$ cat src/rtl/fpu_pkg.sv
// fpu_pkg: shared widths, status codes, sequencer states and small helpers
package fpu_pkg;
  localparam int WORD_W = 32;
  localparam int EXP_W = 6;
  localparam int MANT_W = 25;
  localparam logic [3:0] ST_EXACT = 4'b0001;
  localparam logic [3:0] ST_INEXACT = 4'b0010;
  localparam logic [3:0] ST_OVF = 4'b0100;
  localparam logic [3:0] ST_UNF = 4'b1000;
  localparam logic [3:0] ST_BAD = 4'b0000;
  typedef enum logic [1:0] {IDLE, WAIT, RESULT} seq_state_t;
  function automatic logic is_onehot(input logic [3:0] s);
    return (s != 4'd0) && ((s & (s - 4'd1)) == 4'd0);
  endfunction
  function automatic logic [7:0] sat_inc(input logic [7:0] c);
    return (c == 8'hFF) ? c : c + 8'd1;
  endfunction
endpackage

$ cat src/rtl/fpu_op_fifo.sv
// fpu_op_fifo: synchronous operand-pair FIFO; push refused when full, pop ignored when empty
module fpu_op_fifo
  import fpu_pkg::*;
#(
  parameter int DEPTH = 4,
  parameter int W = 2 * WORD_W
) (
  input  logic         clock100KHz,
  input  logic         reset,
  input  logic         push_i,
  input  logic         pop_i,
  input  logic [W-1:0] din_i,
  output logic [W-1:0] dout_o,
  output logic         full_o,
  output logic         empty_o
);
  localparam int AW = $clog2(DEPTH);
  logic [W-1:0] mem_q [DEPTH];
  logic [AW-1:0] wr_q, wr_d, rd_q, rd_d;
  logic [AW:0] cnt_q, cnt_d;
  logic do_push, do_pop;
  assign full_o = cnt_q == (AW + 1)'(DEPTH);
  assign empty_o = cnt_q == '0;
  assign dout_o = mem_q[rd_q];
  // pointer and occupancy next-state; full/empty come from registered count only
  always_comb begin
    do_push = push_i && !full_o;
    do_pop = pop_i && !empty_o;
    wr_d = do_push ? wr_q + 1'b1 : wr_q;
    rd_d = do_pop ? rd_q + 1'b1 : rd_q;
    cnt_d = cnt_q + (AW + 1)'(do_push) - (AW + 1)'(do_pop);
  end
  // storage and pointers, cleared on reset so queued pairs are discarded
  always_ff @(posedge clock100KHz or negedge reset) begin
    if (!reset) begin
      for (int i = 0; i < DEPTH; i++) mem_q[i] <= '0;
      wr_q <= '0;
      rd_q <= '0;
      cnt_q <= '0;
    end else begin
      if (do_push) mem_q[wr_q] <= din_i;
      wr_q <= wr_d;
      rd_q <= rd_d;
      cnt_q <= cnt_d;
    end
  end
endmodule

$ cat src/rtl/fpu_op_sequencer.sv
// fpu_op_sequencer: queues operand pairs, holds each on the FPU for a settle window, captures the result
module fpu_op_sequencer
  import fpu_pkg::*;
#(
  parameter int DEPTH = 4,
  parameter int WAIT_CYCLES = 64
) (
  input  logic              clock100KHz,
  input  logic              reset,
  input  logic              in_valid,
  output logic              in_ready,
  input  logic [WORD_W-1:0] in_a,
  input  logic [WORD_W-1:0] in_b,
  output logic [WORD_W-1:0] fpu_op_a,
  output logic [WORD_W-1:0] fpu_op_b,
  input  logic [WORD_W-1:0] fpu_data,
  input  logic [3:0]        fpu_status,
  output logic              res_valid,
  input  logic              res_ready,
  output logic [WORD_W-1:0] res_data,
  output logic [3:0]        res_status,
  output logic              busy,
  input  logic              cnt_clear,
  output logic [7:0]        ovf_cnt,
  output logic [7:0]        unf_cnt,
  output logic [7:0]        inx_cnt
);
  localparam int CW = $clog2(WAIT_CYCLES);
  seq_state_t state_q, state_d;
  logic [CW-1:0] cnt_q, cnt_d;
  logic [WORD_W-1:0] op_a_q, op_a_d, op_b_q, op_b_d, rd_q, rd_d;
  logic [3:0] rs_q, rs_d, st_chk;
  logic rv_q, rv_d, init_q;
  logic [7:0] ovf_q, ovf_d, unf_q, unf_d, inx_q, inx_d;
  logic full, empty, pop, capture;
  logic [2*WORD_W-1:0] fifo_dout;
  fpu_op_fifo #(.DEPTH(DEPTH), .W(2 * WORD_W)) u_fifo (
    .clock100KHz(clock100KHz),
    .reset(reset),
    .push_i(in_valid && in_ready),
    .pop_i(pop),
    .din_i({in_a, in_b}),
    .dout_o(fifo_dout),
    .full_o(full),
    .empty_o(empty)
  );
  assign in_ready = init_q && !full;
  assign busy = state_q != IDLE;
  assign fpu_op_a = op_a_q;
  assign fpu_op_b = op_b_q;
  assign res_valid = rv_q;
  assign res_data = rd_q;
  assign res_status = rs_q;
  assign ovf_cnt = ovf_q;
  assign unf_cnt = unf_q;
  assign inx_cnt = inx_q;
  // next-state: pop only in IDLE, count down the settle window, capture when it expires
  always_comb begin
    state_d = state_q;
    case (state_q)
      IDLE: if (!empty) state_d = WAIT;
      WAIT: if (cnt_q == '0) state_d = RESULT;
      RESULT: if (res_ready) state_d = IDLE;
      default: state_d = IDLE;
    endcase
    pop = state_q == IDLE && !empty;
    capture = state_q == WAIT && cnt_q == '0;
    st_chk = is_onehot(fpu_status) ? fpu_status : ST_BAD;
    op_a_d = pop ? fifo_dout[2*WORD_W-1:WORD_W] : op_a_q;
    op_b_d = pop ? fifo_dout[WORD_W-1:0] : op_b_q;
    cnt_d = pop ? CW'(WAIT_CYCLES - 1) : (state_q == WAIT && cnt_q != '0) ? cnt_q - 1'b1 : cnt_q;
    rv_d = capture ? 1'b1 : (state_q == RESULT && res_ready) ? 1'b0 : rv_q;
    rd_d = capture ? fpu_data : rd_q;
    rs_d = capture ? st_chk : rs_q;
    ovf_d = cnt_clear ? 8'd0 : (capture && st_chk == ST_OVF) ? sat_inc(ovf_q) : ovf_q;
    unf_d = cnt_clear ? 8'd0 : (capture && st_chk == ST_UNF) ? sat_inc(unf_q) : unf_q;
    inx_d = cnt_clear ? 8'd0 : (capture && st_chk == ST_INEXACT) ? sat_inc(inx_q) : inx_q;
  end
  // state and datapath registers; init_q keeps in_ready low until the first edge after reset
  always_ff @(posedge clock100KHz or negedge reset) begin
    if (!reset) begin
      state_q <= IDLE;
      cnt_q <= '0;
      op_a_q <= '0;
      op_b_q <= '0;
      rv_q <= 1'b0;
      rd_q <= '0;
      rs_q <= '0;
      ovf_q <= '0;
      unf_q <= '0;
      inx_q <= '0;
      init_q <= 1'b0;
    end else begin
      state_q <= state_d;
      cnt_q <= cnt_d;
      op_a_q <= op_a_d;
      op_b_q <= op_b_d;
      rv_q <= rv_d;
      rd_q <= rd_d;
      rs_q <= rs_d;
      ovf_q <= ovf_d;
      unf_q <= unf_d;
      inx_q <= inx_d;
      init_q <= 1'b1;
    end
  end
endmodule

$ cat config.mk
export PLATFORM = sky130hd
export DESIGN_NAME = fpu_op_sequencer
export DESIGN_NICKNAME = d
export VERILOG_FILES = /design/src/rtl/fpu_pkg.sv /design/src/rtl/fpu_op_fifo.sv /design/src/rtl/fpu_op_sequencer.sv
export SDC_FILE = /design/constraint.sdc
export NUM_CORES = 1
export LEC_CHECK = 0
export ABC_AREA = 1
export ABC_CLOCK_PERIOD_IN_PS = 2700
export CAP_MARGIN = 5
export CORE_AREA = 5 5 287 261
export DETAILED_ROUTE_END_ITERATION = 8
export DIE_AREA = 0 0 292 266
export GPL_ROUTABILITY_DRIVEN = 0
export SLEW_MARGIN = 30
export SYNTH_ARGS = -nofsm -noshare
export SYNTH_HDL_FRONTEND = slang
export SYNTH_SLANG_ARGS = --single-unit
$ cat constraint.sdc
create_clock -name clock100KHz -period 2.7 [get_ports clock100KHz]
set_clock_uncertainty 0.2 [all_clocks]
set_input_delay 0.54 -clock clock100KHz [delete_from_list [all_inputs] [get_ports clock100KHz]]
set_output_delay 0.54 -clock clock100KHz [all_outputs]
set_load 0.02 [all_outputs]
[Word-level counts from Yosys, hierarchy flattened]
Index checks and enable logic that the tools add are counted.
Storage, ports and cells
  flip-flop bits (word level): 397
  latch bits: 0
  memory bits (writable): 0
  memory bits (read-only): 0
  output and inout port bits: 127
  logic and storage cells: 103
  memories: 0
Cells by class
  add/subtract/negate cells: 9
  multiply operators: 0
  divide/modulo/power cells: 0
  magnitude comparators: 3
  equal/unequal tests: 15
  shift-type cells: 0
  muxes and demuxes: 24
  bitwise operators: 3
  reduce and logical (&&, ||, !) cells: 31
Operators with widths (number)
  $bwmux W256: 1
  $mux W64: 3
  $bmux W64 S2: 1
  $demux W64 S2: 1
  $mux W8: 9
  $add A8 B1 Y8 const B: 3
  $eq A8 B8 Y1 const B: 3
  $logic_and A1 B1 Y1: 13
  $mux W6: 2
  $reduce_bool A2 Y1: 6
  $ne A2 B2 Y1 const B: 5
  $ge A3 B3 Y1 const B: 2
  $logic_not A6 Y1: 1
  $mux W2: 3
  $not A2 Y3: 2
  $pmux W2 S3: 1
  $reduce_and A2 Y1: 3
  $reduce_bool A6 Y1: 1
  $sub A6 B1 Y6 const B: 1
  $add A2 B1 Y2 const B: 2
  $and A4 B4 Y4: 1
  $eq A4 B2 Y1 const B: 1
  $eq A4 B3 Y1 const B: 1
  $eq A4 B4 Y1 const B: 1
  16 further kinds: 18

[Logic depth before layout (Yosys ltp)]
  depth in word-level cells: 9
  gate-level depth with buffers: 11
  depth with buffers taken out: 9

[Cells and area by module]
A second synthesis with hierarchy kept.
Second synthesis, totals
  cell total of the unflattened synthesis: 2333
  area, all modules: 18931.9 µm²
By module, submodules not included
  fpu_op_fifo: instances 1, cells each 1614, area an instance 13033.8 µm²
  fpu_op_sequencer: instances 1, cells each 719, area an instance 5898.2 µm²

[Least setup slack after synthesis]
Ideal clock, no wire load.
  kind: reg2reg
  from: register u_fifo.cnt_q[1]
  to: register u_fifo.cnt_q[2]
  data arrival time: 2.065 ns
  setup slack: 0.307 ns
  stages on the path, launching flop included: 12
  path buffers: 2
  period minus slack after synthesis: 2.393 ns
  cell sequence: dfrtp_1 inv_2 nand3_1 nand3_2 inv_2 buf_2 buf_2 ha_1 inv_1 ha_1 fa_1 xor2_1
On the way
  elaborated cells on any way between the ends: 11
  classes of those cells: 2 x add/sub; 1 x eq/ne; 8 x reduce/logical
RTL lines
  start: declaration: line fpu_op_fifo.sv:20  | logic [AW:0] cnt_q, cnt_d;
  start signal: assignment: line fpu_op_fifo.sv:44  | cnt_q <= cnt_d;
  $logic_not A3 Y1: line fpu_op_fifo.sv:23  | assign empty_o = cnt_q == '0;
  $logic_not A1 Y1: line fpu_op_sequencer.sv:66  | pop = state_q == IDLE && !empty;
  $logic_and A1 B1 Y1: line fpu_op_sequencer.sv:66
  named net pop: line fpu_op_sequencer.sv:35  | logic full, empty, pop, capture;
  $logic_and A1 B1 Y1: line fpu_op_fifo.sv:28  | do_pop = pop_i && !empty_o;
  $sub A3 B1 Y3: line fpu_op_fifo.sv:31  | cnt_d = cnt_q + (AW + 1)'(do_push) - (AW + 1)'(do_pop);
  named net u_fifo.cnt_d[2]: line fpu_op_fifo.sv:20
The timed path passes the listed nets, and every way through them passes these cells.
A chain may end at the register's enable or synchronous reset.

[Final worst setup path]
  from: register state_q[1]
  to: output busy
On the way
  word-level cells in the longest chain between the ends: 1
Ends and longest elaborated chain
  start: declaration: line fpu_op_sequencer.sv:29  | seq_state_t state_q, state_d;
  start signal: assignment: line fpu_op_sequencer.sv:94  | state_q <= state_d;
  $reduce_bool A2 Y1: line fpu_op_sequencer.sv:48  | assign busy = state_q != IDLE;
  end: declaration: line fpu_op_sequencer.sv:22  | output logic busy,
Every way passes these cells.

==> impl_metrics.yaml <==
run_status:
  status: "complete, no violations"
power:
  leakagePower_nw: 10.1
  irDropWorstVdd_mv: 0.592
  power_mw: 25.7
  power_density_nw_per_um2: 1130
setup_path:
  crit_path_cell_trace: "inv_1 -> nand2_1 -> clkdlybuf4s50_1"
  ff2ff_setup_slack_ps: 270
  reg2reg_from: "u_fifo.cnt_q[1]$_DFF_PN0_"
  path_delay_family: "buffers and inverters"
  crit_required_ps: 1960
  cp-end-kind: "primary output"
  path_buf_inv: 2
  cpPeakStageDelay_ps: 630
  r2r_cells: 9
  critical_path_arrival_ps: 1800
  worst_setup_path_start_kind: "flop"
  critPathKind: "reg -> out"
  critPathSlowestCell: "clkdlybuf4s50_1"
  worst-path-max-fanout: 3
  r2r_end: "u_fifo.cnt_q[2]$_DFF_PN0_"
sta:
  setup_tns_ps: 0
  holdWs_ps: 255
  worst_pin_slew_ps: 632
  period_share_pct: 94.0
  setup_viol: 0
  period_needed_ps: 2540
  drv_slew: 0
  rsz0062_at_grt: "false"
  max_freq_mhz: 394
  slew_headroom_pct: 57.8
  final-hold-violation-count: 0
drt:
  drtIter0Drc: 933
  vias_per_cell: 4.44
  drtPass1Iterations: 5
  met3WireLength_um: 3570
  drt-total-wl_um: 51300
  wirelength_met1_um: 24200
  vias: 14504
  routedWlPerCell_um: 15.7
  dr_wl_met2_um: 22500
  ant_nets: 0
  drc: 0
  topRoutingLayerUsed: "met5"
synth:
  ys_seq_area_share_pct: 56.2
  syn_area_sq_um: 17700
  synth_cell_types: 34
  syn_nets: 2202
  syn_inst: 2085
  yosys_warnings: 0
  synth-seq-cells: 397
  synth.avg_cell_area_sq_um: 8.47
die:
  die-area_sq_um: 77700
  core_sq_um: 71200
  die_h_um: 266
  ioPinCount: 232
  initial_core_util_pct: 24.8
  die_w_um: 292
  num_rows: 93
min_path:
  min_path_type: "reg -> reg"
  hp-start: "state_q[0]$_DFFE_PN0P_"
  whs_path_depth: 1
  hold_path_end: "state_q[1]$_DFFE_PN0P_"
clock_tree:
  cts_buffer_depth: 3
  cts_tree: "yes"
  worst_skew_pair.late_latency_ps: 580
  path_clk_slew_ps: 60
  cts_inserted_buffers: 47
  cts.sinks: 397
  root_buffer: "clkbuf_16"
  htreeDepth: 2
  post_cts_buffers: 0
layout:
  layout-drive-gt1-share_pct: 6.10
  fin_util_pct: 31.9
  syn2layout_area_growth_pct: 28.6
  nets: 2394
  final_common_cell: "nand2_1"
  fin_area_sq_um: 22700
  final_cell_mix: "642 x nand2_1, 395 x dfrtp_1, 302 x o21ai_0"
place:
  dpl_cell_area_sq_um: 21100
  portBuffers: 231
  dp_hpwl_um: 32400
global_routing:
  gr-total-overflow: 0
  grt_pass1_vias: 14386
  grt_pass1_wl_um: 82600
  grt_max_degree: 133
  grt_usage_pct: 13.1
  antenna_found_initial: 9
job:
  maxCapViolations: 0
## registers in the layout, summed over array words and instances, names as in the netlist
signal	cells
u_fifo.cnt_q	3
res_status	4
state_q	2
init_q	1
res_valid	1
ovf_cnt	8
res_data	32
fpu_op_b	32
u_fifo.wr_q	2
inx_cnt	8
cnt_q	6
u_fifo.mem_q	256
unf_cnt	8
fpu_op_a	32
u_fifo.rd_q	2
## power by group
| group | internal, mW | switching (mW) |
|---|---|---|
| combinational | 3.66 | 5.74 |
| clock | 3.80 | 2.60 |
| sequential | 8.57 | 1.32 |
## cells in the mapped netlist
master / count / share of area [%]
clkbuf_1: 68 / 1.4
xor2_1: 10 / 0.50
xnor2_1: 2 / 0.099
nand3_1: 53 / 1.5
and3_1: 1 / 0.035
nand2_4: 1 / 0.064
nor2_4: 3 / 0.19
buf_4: 14 / 0.60
a31oi_1: 64 / 2.3
conb_1: 1 / 0.021
nor2_2: 2 / 0.071
inv_2: 3 / 0.064
nor2_1: 108 / 2.3
nand3b_1: 2 / 0.085
o21ai_1: 26 / 0.74
nor3_1: 2 / 0.057
a31oi_4: 1 / 0.12
o21ai_0: 302 / 8.6
nand3_2: 2 / 0.11
nand4_1: 12 / 0.43
clkinv_1: 2 / 0.043
buf_6: 1 / 0.064
dfrtp_1: 397 / 56
nand2_2: 1 / 0.035
inv_1: 164 / 3.5
buf_2: 51 / 1.4
a21oi_1: 66 / 1.9
ha_1: 11 / 0.78
o31ai_1: 1 / 0.043
o21bai_1: 6 / 0.25
o211ai_1: 64 / 2.7
fa_1: 1 / 0.11
nand2_1: 642 / 14
buf_1: 1 / 0.021
## metrics by stage
step	setup WS, ps	std cells
6_report	161	3263
5_1_grt	80.2	3261
4_1_cts	91.9	3261
3_5_place_dp	245	3177
3_3_place_gp	256	3177
2_1_floorplan	307	2085
## cell type report
cell class              count  area (sq um)
fillers                  7515         48500
repair buffers            278          2900
clock buffers              65          1360
diodes                      2          5.00
well taps                 950          1190
flip-flops and latches    397          9940
clock inverters            18           204
inverters                 169           637
multi-input cells        1384          6480
## how the worst max path moves through the flow
stage	start	endpoint	slack, ps	cells after the start
after floorplan	u_fifo.cnt_q[1]$_DFF_PN0_	u_fifo.cnt_q[2]$_DFF_PN0_	310	11
after global placement	in_valid	u_fifo.cnt_q[2]$_DFF_PN0_	260	6
after detailed placement	in_valid	u_fifo.cnt_q[2]$_DFF_PN0_	250	6
after CTS	state_q[1]$_DFFE_PN0P_	busy	90	3
after global routing	state_q[1]$_DFFE_PN0P_	busy	80	3
final	state_q[1]$_DFFE_PN0P_	busy	160	3
## cells by family after synthesis
kind of cell | count (synthesis) | synth area share [%]
AOI/OAI and AO/OA | 530 | 16.6
other | 1 | 0.0212
adders and majority gates | 12 | 0.893
and+or+nand+nor | 829 | 18.5
DFF | 397 | 56.2
buffers and inverters | 304 | 7.16
xor gates and xnor gates | 12 | 0.595
## repair_timing
action                                 4_1_cts  5_1_grt
setup endpoints to repair                    1        0
resized for setup                            1        0
hold buffers                                 1        0
endpoints found under the hold margin       31        0
## routing by layer
layer / up-vias / track usage, %
li1: 7183 / -
met1: 6900 / 18.2
met2: 344 / 20.5
met3: 65 / 3.45
met4: 12 / 2.80
met5: - / 0
No activity file was read; power rests on OpenSTA's default activity.
